**config.mk**
```make
export PLATFORM = sky130hd
export DESIGN_NAME = fp_seg_display
export DESIGN_NICKNAME = d
export VERILOG_FILES = /design/src/rtl/fp_seg_display.sv
export SDC_FILE = /design/constraint.sdc
export NUM_CORES = 1
export LEC_CHECK = 0
export ABC_AREA = 1
export BUFFER_PORTS_ARGS = -buffer_cell sky130_fd_sc_hd__buf_2
export CAP_MARGIN = 5
export CORE_UTILIZATION = 55
export CTS_BUF_LIST = sky130_fd_sc_hd__clkbuf_8
export DETAILED_ROUTE_END_ITERATION = 12
export HOLD_SLACK_MARGIN = 0.15
export PLACE_DENSITY = 0.72
export SLEW_MARGIN = 10
export SYNTH_ARGS = -nofsm -noshare
export SYNTH_HDL_FRONTEND = slang
export SYNTH_SLANG_ARGS = --single-unit
```
**constraint.sdc**
```tcl
create_clock -name clk -period 1.6 [get_ports clk]
set_input_delay 0.24 -clock clk [delete_from_list [all_inputs] [get_ports clk]]
set_output_delay 0.24 -clock clk [all_outputs]
set_load 0.03 [all_outputs]
```
**src/rtl/fp_seg_display.sv**
```systemverilog
// Latches a {sign, exponent, significand} sample and scans it onto a 4-digit
// common-anode 7-segment display: sign, blank, exponent with point, significand.
module fp_seg_display #(
    parameter int REFRESH_DIV = 100000,
    parameter int CNT_W       = 17
) (
    input  logic       clk,
    input  logic       rst_n,
    input  logic       in_valid,
    output logic       in_ready,
    input  logic       in_S,
    input  logic [2:0] in_E,
    input  logic [3:0] in_F,
    input  logic       hold,
    output logic [3:0] an,
    output logic [6:0] seg,
    output logic       dp,
    output logic       shown,
    output logic [1:0] dbg_state
);

    typedef enum logic [1:0] {
        D0 = 2'd0,
        D1 = 2'd1,
        D2 = 2'd2,
        D3 = 2'd3
    } digit_e;

    localparam logic [6:0] SEG_DASH  = 7'b0111111;
    localparam logic [6:0] SEG_BLANK = 7'b1111111;

    logic [CNT_W-1:0] cnt_q, cnt_d;
    digit_e           state_q, state_d;
    logic             s_q, s_d;
    logic [2:0]       e_q, e_d;
    logic [3:0]       f_q, f_d;
    logic             shown_q, shown_d;
    logic [3:0]       an_q, an_d;
    logic [6:0]       seg_q, seg_d;
    logic             dp_q, dp_d;
    logic             tick;

    function automatic logic [6:0] hex7(input logic [3:0] v);
        logic [6:0] r;
        case (v)
            4'h0: r = 7'b1000000;
            4'h1: r = 7'b1111001;
            4'h2: r = 7'b0100100;
            4'h3: r = 7'b0110000;
            4'h4: r = 7'b0011001;
            4'h5: r = 7'b0010010;
            4'h6: r = 7'b0000010;
            4'h7: r = 7'b1111000;
            4'h8: r = 7'b0000000;
            4'h9: r = 7'b0010000;
            4'hA: r = 7'b0001000;
            4'hB: r = 7'b0000011;
            4'hC: r = 7'b1000110;
            4'hD: r = 7'b0100001;
            4'hE: r = 7'b0000110;
            default: r = 7'b0001110;
        endcase
        return r;
    endfunction

    // Handshake: a sample transfers on any rising edge where in_valid && in_ready;
    // in_ready is simply ~hold, and a sample offered while held is discarded.
    assign in_ready  = ~hold;
    assign tick      = (cnt_q == CNT_W'(REFRESH_DIV - 1));
    assign an        = an_q;
    assign seg       = seg_q;
    assign dp        = dp_q;
    assign shown     = shown_q;
    assign dbg_state = state_q;

    always_comb begin
        cnt_d   = tick ? '0 : cnt_q + CNT_W'(1);
        state_d = state_q;
        s_d     = s_q;
        e_d     = e_q;
        f_d     = f_q;
        shown_d = shown_q;
        an_d    = an_q;
        seg_d   = seg_q;
        dp_d    = dp_q;

        if (in_valid && in_ready) begin
            s_d     = in_S;
            e_d     = in_E;
            f_d     = in_F;
            shown_d = 1'b1;
        end

        // Digit content uses the pre-edge capture, so a same-edge sample waits a visit.
        if (tick) begin
            case (state_q)
                D3:      state_d = D0;
                D0:      state_d = D1;
                D1:      state_d = D2;
                default: state_d = D3;
            endcase
            an_d = ~(4'b0001 << state_d);
            dp_d = 1'b1;
            if (!shown_q) begin
                seg_d = SEG_DASH;
            end else begin
                case (state_d)
                    D3:      seg_d = s_q ? SEG_DASH : SEG_BLANK;
                    D2:      seg_d = SEG_BLANK;
                    D1: begin
                        seg_d = hex7({1'b0, e_q});
                        dp_d  = 1'b0;
                    end
                    default: seg_d = hex7(f_q);
                endcase
            end
        end
    end

    always_ff @(posedge clk or negedge rst_n) begin
        if (!rst_n) begin
            cnt_q   <= '0;
            state_q <= D3;
            s_q     <= 1'b0;
            e_q     <= 3'd0;
            f_q     <= 4'd0;
            shown_q <= 1'b0;
            an_q    <= 4'b1111;
            seg_q   <= SEG_BLANK;
            dp_q    <= 1'b1;
        end else begin
            cnt_q   <= cnt_d;
            state_q <= state_d;
            s_q     <= s_d;
            e_q     <= e_d;
            f_q     <= f_d;
            shown_q <= shown_d;
            an_q    <= an_d;
            seg_q   <= seg_d;
            dp_q    <= dp_d;
        end
    end

endmodule

```
==> results of run 1 <==
-- worst max-delay path, stage by stage, from the launching register on --
cell	delay (ps)
sky130_fd_sc_hd__dfstp_2	570
sky130_fd_sc_hd__inv_1	80
sky130_fd_sc_hd__ha_1	260
sky130_fd_sc_hd__nor2_4	190
sky130_fd_sc_hd__nand3_1	90
sky130_fd_sc_hd__nand2_1	70
sky130_fd_sc_hd__nand2_1	40
sky130_fd_sc_hd__nand2_1	70
sky130_fd_sc_hd__nand2_1	40
-- layout make-up --
type                       count  area (sq um)  share of cell area, %
sequential                    40          1020                   35.6
tap                           50          62.6                   2.19
clock buffer                   6          82.6                   2.89
multi-input combinational    237          1250                   43.7
clock inverter                 2          33.8                   1.18
inverter                      44           168                   5.87
timing repair buffer          41           243                   8.49
-- metrics by stage --
step | area, sq um | std cells | utilization (%) | hold slack (ps)
detailed placement | 2660 | 405 | 64.3 | 301
finish | 2860 | 420 | 69.0 | 180
floorplan | 2450 | 327 | - | -55.6
CTS | 2820 | 418 | 68.1 | 172
global placement | 2660 | 405 | 64.3 | 308
global route | 2860 | 420 | 69.0 | 187
-- routing by layer --
metal  track usage (%)  part of all wire (%)
met1              37.0                    54
met2              33.3                    40
met3              5.43                   4.8
met4              6.89                   1.2
met5                 0                     0
-- where the power goes --
part / total (mW) / switching (mW) / internal [mW]
Combinational: 0.288 / 0.176 / 0.112
Sequential: 1.07 / 0.0361 / 1.04
Clock: 0.848 / 0.346 / 0.502
-- registers in the layout, indices dropped and copies added (netlist names) --
signal,cells
an,4
cnt_q,17
dbg_state,2
dp,1
e_q,3
f_q,4
s_q,1
seg,7
shown,1
-- worst min-delay path by stage --
stage / cells after the start / endpoint / slack [ps]
detailed placement: 1 / shown$_DFFE_PN0P_ / 300
CTS: 2 / s_q$_DFFE_PN0P_ / 170
global placement: 1 / shown$_DFFE_PN0P_ / 310
global route: 2 / s_q$_DFFE_PN0P_ / 190
finish: 2 / s_q$_DFFE_PN0P_ / 180
floorplan: 0 / cnt_q[0]$_DFF_PN0_ / -60
-- cells in the final DEF (no fill, tap or decap), drive strengths merged, types with 2 or more instances in the layout --
cell type / n
inv: 42
clkbuf: 6
o21ai: 12
nand3: 31
ha: 18
clkinv: 3
nor2: 50
nor3: 2
xor2: 2
nand4: 3
buf: 40
o21bai: 3
dfstp: 14
a21oi: 12
dfrtp: 26
nand2: 101
-- timing repair --
item / CTS / global route
pin swaps: 1 / 0
cloned: 0 / 0
setup buffers: 4 / 2
gates resized for setup: 1 / 6
endpoints found under the hold margin: 14 / 0
hold buffers: 1 / 0
endpoints found under the setup margin: 6 / 12
-- cells by family after synthesis --
group	share of synthesized area, %
buf+inv	8.42
flops	41.5
fa+ha+maj	9.18
xor+xnor	1.07
mux	0.459
simple gates	33.1
compound gates	6.28
==> metrics, run 1 <==
iteration count of the initial detailed-routing pass=4; highest clock rate=672 MHz; boundary pin count=28; worst-skew pair later-pin latency=290 ps; share of cells above drive strength 1=24.3%; nature of the critical path startpoint=flip-flop; ant diodes=0; CP Class=flip-flop to flip-flop; final-stage net count=399; Setup crit end=seg[1]$_DFFE_PN1N_; ratio of final minimum period to clock period=92.9%; clock tree from TritonCTS=yes; synth unique cells=27; worst setup skew after layout=4.76 ps; CTS max path bufs=2; sequential share of the synthesized area=41.5%; most frequent cells after synthesis=96 x sky130_fd_sc_hd__nand2_1, 43 x sky130_fd_sc_hd__nor2_1, 38 x sky130_fd_sc_hd__inv_1, 29 x sky130_fd_sc_hd__nand3_1, 26 x sky130_fd_sc_hd__dfrtp_1; sinks on the clock net=40; final period demand of the worst path=1490 ps; data required time at the worst endpoint=1830 ps; yosys synthesis warning count=0; total count of hold-check failures in the final report=0; post-synth net total=357; pin count of the biggest net entering global routing=31; worst hold path startpoint=in_S; post-synthesis instance area=2450 sq um; fraction of registers with async set or reset after synthesis=100%; largest cells by area after synthesis=sky130_fd_sc_hd__dfrtp_1 27%, sky130_fd_sc_hd__dfstp_2 15%, sky130_fd_sc_hd__nand2_1 15%; vias in the first global route=1761; Overall Global Routing Usage=24.1%; average wire per cell in the routed design=11.8 um; dominant synthesized flop cell=sky130_fd_sc_hd__dfrtp_1; total routed wirelength=4970 um; placement row count=23; maximum fanout along the worst path=6; fill cell total of the finished layout=355; antenna violations before repair=0; Die W=68.8 um; Setup WS post-layout=113 ps; Worst Max-Slew Pin Slew=635 ps; placer congestion estimate=0.894; Max-Cap Viols=0; worst reg-to-reg path cell count=8; reg-to-reg setup timing slack=110 ps; slew margin rel.=57.7%; starting utilization of the core area=59.2%; Residual DRC=0; number of synthesized flops with an enable pin=0; P per Cell Area=774 nW/um^2; total power consumption of the routed design=2.21 mW; Port Buffers=27; floorplan die height=68.8 um; TNS Setup=0 ps; root cell of the clock tree=sky130_fd_sc_hd__clkbuf_8; post-synth top area share=26.5%; post-DR vias/cell=5.00; clock slew at reported path FFs=80 ps; launching instance or port of the critical path=dbg_state[1]$_DFFE_PN1N_; reported leakage power=1.53 nW; endpoint of the most critical register-to-register path=seg[1]$_DFFE_PN1N_; number of vias in the routed layout=2099; DRC marker count from the first detailed-route iteration=131; global-route wire length before repair=8270 um; number of setup violations in the final report=0; number of max-slew violations in the final report=0; Mapped Cells=327; total gr overflow=0; worst-case setup slack after placement=-22.5 ps; area of the die=4730 sq um; cell accounting for the most synthesized area=sky130_fd_sc_hd__dfrtp_1; most frequently used cell type in the post-synthesis netlist=sky130_fd_sc_hd__nand2_1; Layout area overhead=16.5%; min-delay worst type=input pin to flip-flop; mean area per synthesized cell=7.50 sq um; clock buffers created by TritonCTS=5; detailed placer's ending HPWL=3730 um; register bit count reported by yosys=40; Data arrival, critical path=1720 ps; RSZ-0062 raised after global routing=no; residual antenna-violating net count after detailed routing=0; core region area=4140 sq um; startpoint of the most critical register-to-register path=dbg_state[1]$_DFFE_PN1N_; outcome=complete, no violations; VDD IR-drop max=561 uV; H-tree level count=2; critical path endpoint category=flip-flop
Power figures use the tool's default switching activity.
==> inputs of run 2 (changes only) <==
Settings changed: ABC_AREA 1 to unset, BUFFER_PORTS_ARGS -buffer_cell sky130_fd_sc_hd__buf_2 to -buffer_cell sky130_fd_sc_hd__clkbuf_2, CELL_PAD_IN_SITES_DETAIL_PLACEMENT set to 1, CELL_PAD_IN_SITES_GLOBAL_PLACEMENT set to 2, CORE_UTILIZATION 55 to 39, PLACE_DENSITY 0.72 to 0.78.
==> metrics, run 2 <==
switching component of the power=0.640 mW; post-synthesis instance area=2250 sq um; ant diodes=0; worst-skew pair later-pin latency=290 ps; Synth Area in Adders=9.99%; floorplan die height=78.0 um; synthesized-area fraction occupied by ao, oa, aoi and oai cells=7.61%; dominant synthesized flop cell=sky130_fd_sc_hd__dfrtp_1; most frequent cells after synthesis=26 x sky130_fd_sc_hd__dfrtp_1, 18 x sky130_fd_sc_hd__ha_1, 15 x sky130_fd_sc_hd__nand2_1; leading cell type in the layout, fill and taps excluded=sky130_fd_sc_hd__buf_4; CTS max path bufs=2; reported leakage power=1.43 nW; worst setup skew after layout=4.83 ps; clock tree from TritonCTS=yes; combinational family with the most area after synthesis=simple AND/OR/NAND/NOR gates; total count of hold-check failures in the final report=0; placer congestion estimate=0.746; final-stage net count=314; post-synth top area share=28.9%; number of cells in the finished layout apart from fillers=357; placement row count=27; Port Buffers=27; nature of the critical path startpoint=flip-flop; yosys synthesis warning count=0; detailed placer's ending HPWL=4040 um; Data arrival, critical path=2070 ps; violated checks=negative setup slack; mean area per synthesized cell=10.7 sq um; total power consumption of the routed design=2.34 mW; antenna violations before repair=0; post-DR vias/cell=4.96; Overall Global Routing Usage=19.6%; Synth Area in XOR/XNOR=5.05%; Layout area overhead=33.5%; data required time at the worst endpoint=1830 ps; Mapped Cells=210; number of max-slew violations in the final report=0; core region area=5540 sq um; VDD IR-drop max=441 uV; Setup WS post-layout=-243 ps; total routed wirelength=5280 um; root cell of the clock tree=sky130_fd_sc_hd__clkbuf_8; register with the highest flop count=cnt_q; synth unique cells=39; clock slew at reported path FFs=90 ps; sinks on the clock net=40; worst-case setup slack after placement=-312 ps; highest clock rate=543 MHz; flip-flop count of the largest register, all copies and words added=17; RSZ-0062 raised after global routing=yes; crit path cell chain=or4b_1, nor3_2, and3b_2, buf_12, mux2_2; GRT Max-Usage Layer=met2; Reg power frac=46.2%; Die W=78.0 um; H-tree level count=2; number of setup violations in the final report=22; P per Cell Area=779 nW/um^2; Combinational Power Share=16.6%; ratio of final minimum period to clock period=115%; fin util=54.3%; Residual DRC=0; slew margin rel.=72.6%; share of cells above drive strength 1=45.3%; share of synthesized cell area in and, or, nand and nor gates=15.3%; cell accounting for the most synthesized area=sky130_fd_sc_hd__dfrtp_1; post-synth net total=240; leading cell types in the layout, fill and taps excluded=41 x sky130_fd_sc_hd__buf_4, 27 x sky130_fd_sc_hd__clkbuf_2, 25 x sky130_fd_sc_hd__dfrtp_1; Max-Cap Viols=0; global-route wire length before repair=9270 um; number of synthesized flops with an enable pin=0; Slowest cell on crit path=sky130_fd_sc_hd__or4b_1; residual antenna-violating net count after detailed routing=0; fraction of registers with async set or reset after synthesis=100%; Worst Max-Slew Pin Slew=411 ps; pin count of the biggest net entering global routing=28; vias in the first global route=1881; design internal power=1.70 mW; most frequently used cell type in the post-synthesis netlist=sky130_fd_sc_hd__dfrtp_1; min-delay worst type=input pin to flip-flop; Slowest Stage Delay on Critical Path=530 ps; sequential share of the synthesized area=45.2%; GR Layer Usage met2=30.0%; met1 usage in global routing=29.3%; Placed Cells incl. Taps=345; number of vias in the routed layout=1769; area of the die=6090 sq um; outcome=complete, but fails checks; maximum fanout along the worst path=12; met3 Track Usage GR=3.49%; starting utilization of the core area=40.7%; share of synthesized area spent on multiplexers=12.5%; clock buffers created by TritonCTS=5; CP Class=flip-flop to flip-flop; largest cells by area after synthesis=sky130_fd_sc_hd__dfrtp_1 29%, sky130_fd_sc_hd__dfstp_2 16%, sky130_fd_sc_hd__ha_1 10%; switching part of the total power=27.3%; critical path endpoint category=flip-flop; DRC marker count from the first detailed-route iteration=66; total gr overflow=0; boundary pin count=28; proportion of power drawn by the clock network=37.2%; final period demand of the worst path=1840 ps; iteration count of the initial detailed-routing pass=4; average wire per cell in the routed design=14.8 um; register bit count reported by yosys=40
==> run 2: changes by cell type in the layout (fill, tap and decap cells not counted), moves of 11 or more <==
cell / before / now
sky130_fd_sc_hd__nor2_1: 41 / 14
sky130_fd_sc_hd__inv_1: 38 / 9
sky130_fd_sc_hd__nand2_1: 95 / 15
sky130_fd_sc_hd__buf_4: 13 / 41
sky130_fd_sc_hd__buf_2: 27 / 0
sky130_fd_sc_hd__clkbuf_2: 0 / 27
sky130_fd_sc_hd__mux2_2: 1 / 12
sky130_fd_sc_hd__nand3_1: 29 / 9
sky130_fd_sc_hd__a21oi_1: 12 / 1
==> run 2: final timing paths <==
kind	from	to	slack (ps)	depth (start not counted)
setup / recovery	cnt_q[8]$_DFF_PN0_	seg[0]$_DFFE_PN1N_	-240	5
hold / removal	in_F[1]	f_q[1]$_DFFE_PN0P_	160	3
setup reg to reg	cnt_q[8]$_DFF_PN0_	seg[0]$_DFFE_PN1N_	-240	5
hold reg to reg	an[0]$_DFFE_PN1N_	an[0]$_DFFE_PN1N_	480	2
max in group asynchronous	rst_n	an[1]$_DFFE_PN1N_	640	3
min in group asynchronous	rst_n	f_q[3]$_DFFE_PN0P_	400	2
==> run 2: kinds of logic (layout without fill, tap and decap cells) <==
logic type	count (synthesis)	count (layout)
buf+inv	21	96
xor+xnor	13	13
flops	40	40
simple gates	66	66
compound gates	27	27
fa+ha+maj	18	18
mux	25	25
==> run 2: per-layer routing <==
layer,vias to the layer above,routed length [um]
met5,-,0
met4,0,19
met3,2,109
met2,21,2360
met1,874,2790
li1,872,-
==> run 2: layout make-up <==
class	instances	area, sq um
tap	72	90.1
multi-input combinational	149	1200
clock inverter	3	46.3
inverter	14	55.1
clock buffer	5	68.8
sequential	40	1020
fill	654	2530
timing repair buffer	74	526
==> run 2: power by group through the flow <==
stage | Clock, mW | Combinational (mW) | Sequential [mW]
4_1_cts | 0.894 | 0.389 | 1.08
3_3_place_gp | 0 | 0.368 | 1.10
6_report | 0.872 | 0.390 | 1.08
5_1_grt | 0.925 | 0.431 | 1.09
3_5_place_dp | 0 | 0.376 | 1.10
2_1_floorplan | 0 | 0.228 | 1.08
==> run 2: what timing repair did <==
item	CTS	global route
pin swaps	2	0
buffers inserted	1	1
endpoints found under the setup margin	20	25
resized for setup	7	7
hold buffers	2	0
hold endpoints to repair	10	0
gates cloned	0	0
==> run 2: critical path: cells and delay by family, from the launching register on <==
kind / cells / cell delay, ps
buffers and inverters: 1 / 150
flip-flops: 1 / 380
multiplexers: 1 / 330
AND/OR/NAND/NOR: 3 / 910
==> run 2: metrics by stage <==
step | hold slack, ps | TNS, ps | area [sq um]
2_1_floorplan | -55.6 | -1920 | 2300
3_3_place_gp | 181 | -3250 | 2820
3_5_place_dp | 186 | -3660 | 2820
4_1_cts | 152 | -3760 | 2980
5_1_grt | 172 | -4920 | 3010
6_report | 156 | -3640 | 3010
